### src/rtl/pc_flow_ctrl.sv
// PC/EPC write-control sequencer: resolves one PC-update request per instruction
// and runs the exception-vector fetch. Optional cause register: `PCFLOW_CAUSE_REG_EN.
module pc_flow_ctrl #(
  parameter int MEM_LAT = 1
) (
  input  logic        clk,
  input  logic        reset,
  input  logic        req_valid,
  input  logic [3:0]  req_op,
  input  logic [1:0]  req_cause,
  input  logic        zero,
  input  logic        gt,
  output logic        req_ready,
  output logic        done,
  output logic [3:0]  PCSource,
  output logic        PCWrite,
  output logic        EPCWrite,
  output logic        alu_pcm4,
  output logic        exc_addr_sel,
  output logic        mem_read,
`ifdef PCFLOW_CAUSE_REG_EN
  output logic [1:0]  cause_q,
`endif
  output logic [31:0] exc_addr
);

  typedef enum logic [2:0] {
    IDLE,
    COMMIT,
    EXC_SAVE,
    EXC_READ,
    EXC_LOAD
  } state_t;

  localparam logic [3:0] OP_SEQ = 4'd0;
  localparam logic [3:0] OP_BEQ = 4'd1;
  localparam logic [3:0] OP_BNE = 4'd2;
  localparam logic [3:0] OP_BLE = 4'd3;
  localparam logic [3:0] OP_BGT = 4'd4;
  localparam logic [3:0] OP_J   = 4'd5;
  localparam logic [3:0] OP_JR  = 4'd6;
  localparam logic [3:0] OP_RTE = 4'd7;
  localparam logic [3:0] OP_EXC = 4'd8;

  localparam logic [3:0] SRC_ALU_RESULT = 4'd0;
  localparam logic [3:0] SRC_ALUOUT     = 4'd1;
  localparam logic [3:0] SRC_SHIFT_28   = 4'd2;
  localparam logic [3:0] SRC_EPC_OUT    = 4'd3;
  localparam logic [3:0] SRC_SIGN_8_32  = 4'd4;

  localparam logic [1:0] READ_CNT_INIT = 2'(MEM_LAT - 1);

  state_t     state_reg;
  logic [1:0] cause_reg;
  logic [1:0] cnt_reg;

  assign req_ready = (state_reg == IDLE);

  // COMMIT outputs are resolved at acceptance, so the flags are sampled exactly once.
  always_ff @(posedge clk or posedge reset) begin
    if (reset) begin
      state_reg    <= IDLE;
      cause_reg    <= 2'd0;
      cnt_reg      <= 2'd0;
      done         <= 1'b0;
      PCSource     <= SRC_ALU_RESULT;
      PCWrite      <= 1'b0;
      EPCWrite     <= 1'b0;
      alu_pcm4     <= 1'b0;
      exc_addr_sel <= 1'b0;
      mem_read     <= 1'b0;
      exc_addr     <= 32'd0;
`ifdef PCFLOW_CAUSE_REG_EN
      cause_q      <= 2'd0;
`endif
    end else begin
      done         <= 1'b0;
      PCSource     <= SRC_ALU_RESULT;
      PCWrite      <= 1'b0;
      EPCWrite     <= 1'b0;
      alu_pcm4     <= 1'b0;
      exc_addr_sel <= 1'b0;
      mem_read     <= 1'b0;
      case (state_reg)
        IDLE: begin
          if (req_valid) begin
            if (req_op <= OP_RTE) begin
              state_reg <= COMMIT;
              done      <= 1'b1;
              case (req_op)
                OP_BEQ: begin PCSource <= SRC_ALUOUT; PCWrite <= zero;  end
                OP_BNE: begin PCSource <= SRC_ALUOUT; PCWrite <= !zero; end
                OP_BLE: begin PCSource <= SRC_ALUOUT; PCWrite <= !gt;   end
                OP_BGT: begin PCSource <= SRC_ALUOUT; PCWrite <= gt;    end
                OP_J:   begin PCSource <= SRC_SHIFT_28; PCWrite <= 1'b1; end
                OP_RTE: begin PCSource <= SRC_EPC_OUT;  PCWrite <= 1'b1; end
                default: begin PCSource <= SRC_ALU_RESULT; PCWrite <= 1'b1; end
              endcase
            end else begin
              // Illegal opcodes and cause 3 both map to the invalid-opcode vector.
              state_reg <= EXC_SAVE;
              EPCWrite  <= 1'b1;
              alu_pcm4  <= 1'b1;
              cause_reg <= (req_op == OP_EXC && req_cause != 2'd3) ? req_cause : 2'd0;
            end
          end
        end
        COMMIT: begin
          state_reg <= IDLE;
        end
        EXC_SAVE: begin
          state_reg    <= EXC_READ;
          cnt_reg      <= READ_CNT_INIT;
          exc_addr_sel <= 1'b1;
          mem_read     <= 1'b1;
          exc_addr     <= 32'd253 + {30'd0, cause_reg};
`ifdef PCFLOW_CAUSE_REG_EN
          cause_q      <= cause_reg;
`endif
        end
        EXC_READ: begin
          if (cnt_reg == 2'd0) begin
            state_reg <= EXC_LOAD;
            PCSource  <= SRC_SIGN_8_32;
            PCWrite   <= 1'b1;
            done      <= 1'b1;
          end else begin
            cnt_reg      <= cnt_reg - 2'd1;
            exc_addr_sel <= 1'b1;
            mem_read     <= 1'b1;
          end
        end
        EXC_LOAD: begin
          state_reg <= IDLE;
        end
        default: begin
          state_reg <= IDLE;
        end
      endcase
    end
  end

endmodule

### config.mk
export PLATFORM = sky130hd
export DESIGN_NAME = pc_flow_ctrl
export DESIGN_NICKNAME = d
export VERILOG_FILES = /design/src/rtl/pc_flow_ctrl.sv
export SDC_FILE = /design/constraint.sdc
export NUM_CORES = 1
export LEC_CHECK = 0
export ABC_AREA = 1
export CAP_MARGIN = 40
export CORE_MARGIN = 2
export CORE_UTILIZATION = 37
export CTS_BUF_LIST = sky130_fd_sc_hd__clkbuf_8
export DETAILED_ROUTE_END_ITERATION = 8
export PLACE_DENSITY = 0.87
export SLEW_MARGIN = 20
export SYNTH_ARGS = -nofsm -noshare
export SYNTH_HDL_FRONTEND = slang
export SYNTH_SLANG_ARGS = --single-unit
export TNS_END_PERCENT = 5
### constraint.sdc
create_clock -name clk -period 0.95 [get_ports clk]
set_input_delay 0.095 -clock clk [delete_from_list [all_inputs] [get_ports clk]]
set_output_delay 0.095 -clock clk [all_outputs]
set_load 0.02 [all_outputs]
======== After elaboration in Yosys (flattened, before gate mapping) ========
Cells that the tools add are included.
storage, ports and cells
  register bits ........................... 47
  logic and storage cells ................. 61
cells by class
  add/subtract/negate cells ............... 2
  magnitude comparators ................... 1
  eq/ne operators ......................... 13
  mux-type cells .......................... 25
  bitwise logic cells ..................... 1
  reduce and logical (&&, ||, !) cells .... 10
operator list
  operator             count
  $eq 4x3->1 const B   3
  $mux 2               5
  $add 8x2->9 const A  1
  $mux 1               9
  $mux 3               3
  $pmux 3 s3           1
  $eq 4x2->1 const B   2
  $ne 2x2->1 const B   4
  $eq 3x2->1 const B   2
  $pmux 1 s2           3
  $pmux 2 s3           1
  $pmux 3 s2           1
  $eq 4x1->1 const B   1
  $eq 4x4->1 const B   1
  $le 4x3->1 const B   1
  $pmux 1 s4           1
  $pmux 2 s2           1
  $reduce_and 2->1     2
  $reduce_or 4->1      1
  $logic_not 3->1      1
  $reduce_and 3->1     1
  $logic_not 1->1      2
  $logic_not 2->1      1
  $reduce_bool 2->1    1
  3 further kinds      3

======== Longest topological paths before layout ========
  depth after elaboration ................. 6
  mapped depth ............................ 7
  mapped depth without buffers ............ 7

======== Worst setup path before layout ========
No wires, ideal clock.
  path kind ............................... register -> register
  from .................................... register state_reg[2]
  to ...................................... register PCSource[0]
  arrival time ............................ 1.000 ns
  setup slack ............................. -0.113 ns
  cell stages (with the launch flop) ...... 8
  path through ............................ dfrtp_1 -> nor2_2 -> nand2_2 -> inv_2 -> nand2_2 -> nor2_1 -> o21ai_1 -> inv_1
on the way
  cells in the longest elaborated chain, start to end .. 2
  elaborated cells on any way between the ends .. 3
  classes of those cells .................. eq/ne (1); mux (1); reduce/logical (1)
ends and longest elaborated chain
  element                 line  source
  from (decl)             53    state_t state_reg;
  from (signal assigned)  62    state_reg <= IDLE;
  from (signal assigned)  88    state_reg <= COMMIT;
  from (signal assigned)  101   state_reg <= EXC_SAVE;
  $logic_not 3->1         -
  via req_ready           13    output logic req_ready,
  $pmux 3 s2              84    case (state_reg)
  to (signal assigned)    91    OP_BEQ: begin PCSource <= SRC_ALUOUT; PCWrite <= zero; end
  to (signal assigned)    92    OP_BNE: begin PCSource <= SRC_ALUOUT; PCWrite <= !zero; end
  to (signal assigned)    93    OP_BLE: begin PCSource <= SRC_ALUOUT; PCWrite <= !gt; end
  to (decl)               15    output logic [3:0] PCSource,
The timed path passes the listed nets, and every way through them passes these cells.
A chain may end at the register's enable or synchronous reset.

======== Worst setup path after layout ========
  from .................................... register state_reg[2]
  to ...................................... register cause_reg[1]
on the way
  cells in the longest elaborated chain, start to end .. 2
ends and longest elaborated chain
  element                            line  source
  $logic_not 3->1                    84
  $reduce_and 3->1 (no source line)  -
  to (signal assigned)               104   cause_reg <= (req_op == OP_EXC && req_cause != 2'd3) ? req_cause : 2'd0;
  to (decl)                          54    logic [1:0] cause_reg;
Every way passes these cells.

==> impl_metrics.sql <==
INSERT INTO impl_metrics (metric_group, metric, value, unit) VALUES
('status', 'status', 'finished, violations left', ''),
('status', 'violations_in_the_final_reports', 'negative setup slack', ''),
('cts', 'clock_tree.buffer_depth', '2', ''),
('cts', 'holdBufCountCts', '0', ''),
('route', 'drt_drc_violations_left', '0', ''),
('worst_setup_path', 'timing.critical_path.required', '1.09', 'ns'),
('synthesis', 'syn_inst', '129', ''),
('worst_setup_path', 'critical_path_class', 'flop to flop', ''),
('worst_setup_path', 'crit_path_start_kind', 'flop', ''),
('route', 'vias_per_cell', '4.119', ''),
('floorplan', 'area_enclosed_by_the_die_boundary', '0.003298', 'sq mm'),
('synthesis', 'synth_area_leader', 'dfrtp_1', ''),
('floorplan', 'floorplan.io_pins', '54', ''),
('global_route', 'grtUsageTotal', '11.94', '%'),
('route', 'antenna_left', '0', ''),
('placement', 'placed_area', '0.001364', 'sq mm'),
('worst_setup_path', 'path_cells', 'nor2_2 -> nand2_2 -> buf_6 -> nor3_4 -> inv_1 -> nand2_1 -> nand2_1', ''),
('global_route', 'grt_start_max_net_pins', '19', ''),
('floorplan', 'start_util', '38.63', '%'),
('worst_setup_path', 'worst_ep_arrival_time', '1.35', 'ns'),
('power', 'power.share.combinational', '51.4', '%'),
('worst_setup_path', 'r2r-start', 'state_reg[2]', ''),
('power', 'vdd_drop_max', '1319', 'uV'),
('cts', 'postCtsSetupRepairBufs', '0', ''),
('job', 'drv_cap', '0', ''),
('sta', 'post-route-worst-setup-slack', '-0.2613', 'ns'),
('cts', 'worst_path_clk_slew', '0.06', 'ns'),
('cells_and_area', 'area_added_between_synthesis_and_finish', '28.08', '%'),
('cts', 'numCtsBuffers', '3', ''),
('worst_setup_path', 'element_type_at_the_critical_path_end', 'flop', ''),
('power', 'powerDensity', '2523', 'mW/mm^2'),
('cells_and_area', 'flip_flop_count_of_the_largest_register_after_layout', '4', ''),
('cts', 'worst_skew_pair.late_latency', '0.25', 'ns'),
('placement', 'hpwl', '1.474', 'mm'),
('sta', 'min_period', '1.211', 'ns'),
('global_route', 'via_count_of_the_first_global_routing_pass', '787', ''),
('sta', 'finalSetupViolations', '19', ''),
('sta', 'hold_viol_final', '0', ''),
('power', 'seq_power_share', '30.8', '%'),
('worst_setup_path', 'path_max_fanout', '4', ''),
('cells_and_area', 'final_net_count', '184', ''),
('worst_setup_path', 'worst_setup_path_startpoint', 'state_reg[2]', ''),
('synthesis', 'synth.ff_latch_count', '18', ''),
('route', 'detail_route.wl_per_cell', '8.905', 'um'),
('global_route', 'antenna_found_initial', '0', ''),
('sta', 'timing.final.crit_share', '127.5', '%'),
('floorplan', 'floorplan_row_count', '19', ''),
('synthesis', 'post_synth_instance_area', '0.001056', 'sq mm'),
('placement', 'port_buffers', '29', ''),
('route', 'first_pass_iteration_count_of_the_detailed_router', '4', ''),
('sta', 'fin_worst_skew', '0.002221', 'ns'),
('synthesis', 'ys_types', '18', ''),
('worst_setup_path', 'most_numerous_cell_on_the_critical_path', 'nand2_1', ''),
('floorplan', 'chipHeight', '57.43', 'um'),
('power', 'switching_part_of_the_total', '40.93', '%'),
('cells_and_area', 'postLayoutCellArea', '0.001353', 'sq mm'),
('synthesis', 'syn_area_per_cell', '8.186', 'sq um'),
('hold_path', 'min_path_type', 'input pin to asynchronous set/reset pin', ''),
('cts', 'h-tree-depth', '1', ''),
('global_route', 'overflow', '0', ''),
('sta', 'fmax', '825.6', 'MHz'),
('cells_and_area', 'antennaDiodeCount', '0', ''),
('power', 'internal_power', '2.015', 'mW'),
('cts', 'cts.sink_count', '18', ''),
('route', 'dr_total_vias', '828', ''),
('cts', 'cts.root.buffer_cell', 'clkbuf_8', ''),
('synthesis', 'synth.area.top_cells', 'dfrtp_1 (43%), buf_4 (22%), nand2_1 (11%)', ''),
('power', 'pwr-share-clk', '17.8', '%'),
('sta', 'final-max-slew-violation-count', '0', ''),
('route', 'first_iter_violations', '13', ''),
('floorplan', 'core_area', '0.002734', 'sq mm');
through the flow:
step	utilization [%]	setup TNS, ns	instances	total power [mW]
2_1_floorplan	-	-0.5096	152	2.269
3_3_place_gp	49.89	-4.805	197	2.961
3_5_place_dp	49.89	-5.473	197	3.004
4_1_cts	49.38	-2.709	201	3.448
5_1_grt	49.47	-4.351	201	3.627
6_report	49.47	-2.551	201	3.412
cells by family (layout without fill, tap and decap cells):
group	count (synthesis)	count (layout)	share of synthesized area [%]
fa+ha+maj	2	2	2.369
compound gates	9	9	5.331
buf+inv	49	67	28.44
flops	18	18	42.65
other cells	1	24	0.3551
simple gates	50	50	20.85
Yosys cell counts:
cell and instances:
nor3_1 2, a21oi_4 1, dfrtp_1 18, nor4_1 1, nor3_4 1, o21ai_0 5, nand3_1 6, inv_1 15
inv_2 3, nand2_2 2, buf_4 31, nor2_1 6, nand2_1 31, a21oi_1 2, conb_1 1, ha_1 2
nor2_2 1, o21ai_1 1
cell type report:
type	count	area, sq um
fillers	277	1381
flip-flops and latches	18	450.4
multi-input cells	85	409.1
repair buffers	45	329.1
inverters	18	70.07
clock buffers	4	55.05
well taps	31	38.79
cell usage in the layout (no fill, tap or decap), drive strengths merged, types with 4 or more instances in the layout:
cell type | Yosys | routed
nand2 | 33 | 33
o21ai | 6 | 6
conb | 1 | 24
clkdlybuf4s50 | 0 | 10
nor2 | 7 | 7
buf | 31 | 35
nand3 | 6 | 6
inv | 18 | 18
dfrtp | 18 | 18
clkbuf | 0 | 4
metal layers:
metal  global-route usage, %  part of all wire, %  vias to the layer above
li1                        -                    -                      418
met1                   12.75                   39                      368
met2                   21.59                   51                       37
met3                   1.814                  7.9                        5
met4                   7.641                  2.8                        0
met5                       0                    0                        -
power by group through the flow:
stage	logic (mW)	registers (mW)	clock network, mW
detailed placement	1.93	1.08	0
CTS	1.77	1.05	0.624
global route	1.89	1.08	0.659
global placement	1.89	1.07	0
floorplan	1.03	1.24	0
finish	1.75	1.05	0.607
worst max-delay path: cells and delay by family (launching register included):
kind	cells	cell delay, ns
buffers and inverters	2	0.20
DFF	1	0.39
and+or+nand+nor	5	0.50
what timing repair did:
action,4_1_cts,5_1_grt
resized for setup,86,2
pin swaps,4,3
endpoints found under the setup margin,37,25
path summary, 6_finish.rpt:
check,to,slack (ns),cells after the start
min reg2reg,exc_addr[0],0.49,2
max,cause_reg[1],-0.26,7
max in group asynchronous,cause_reg[0],0.61,3
min in group clk,cause_reg[0],0.44,3
max reg2reg,cause_reg[1],-0.26,7
min,mem_read,0.15,3
No activity file was read; power rests on OpenSTA's default activity.
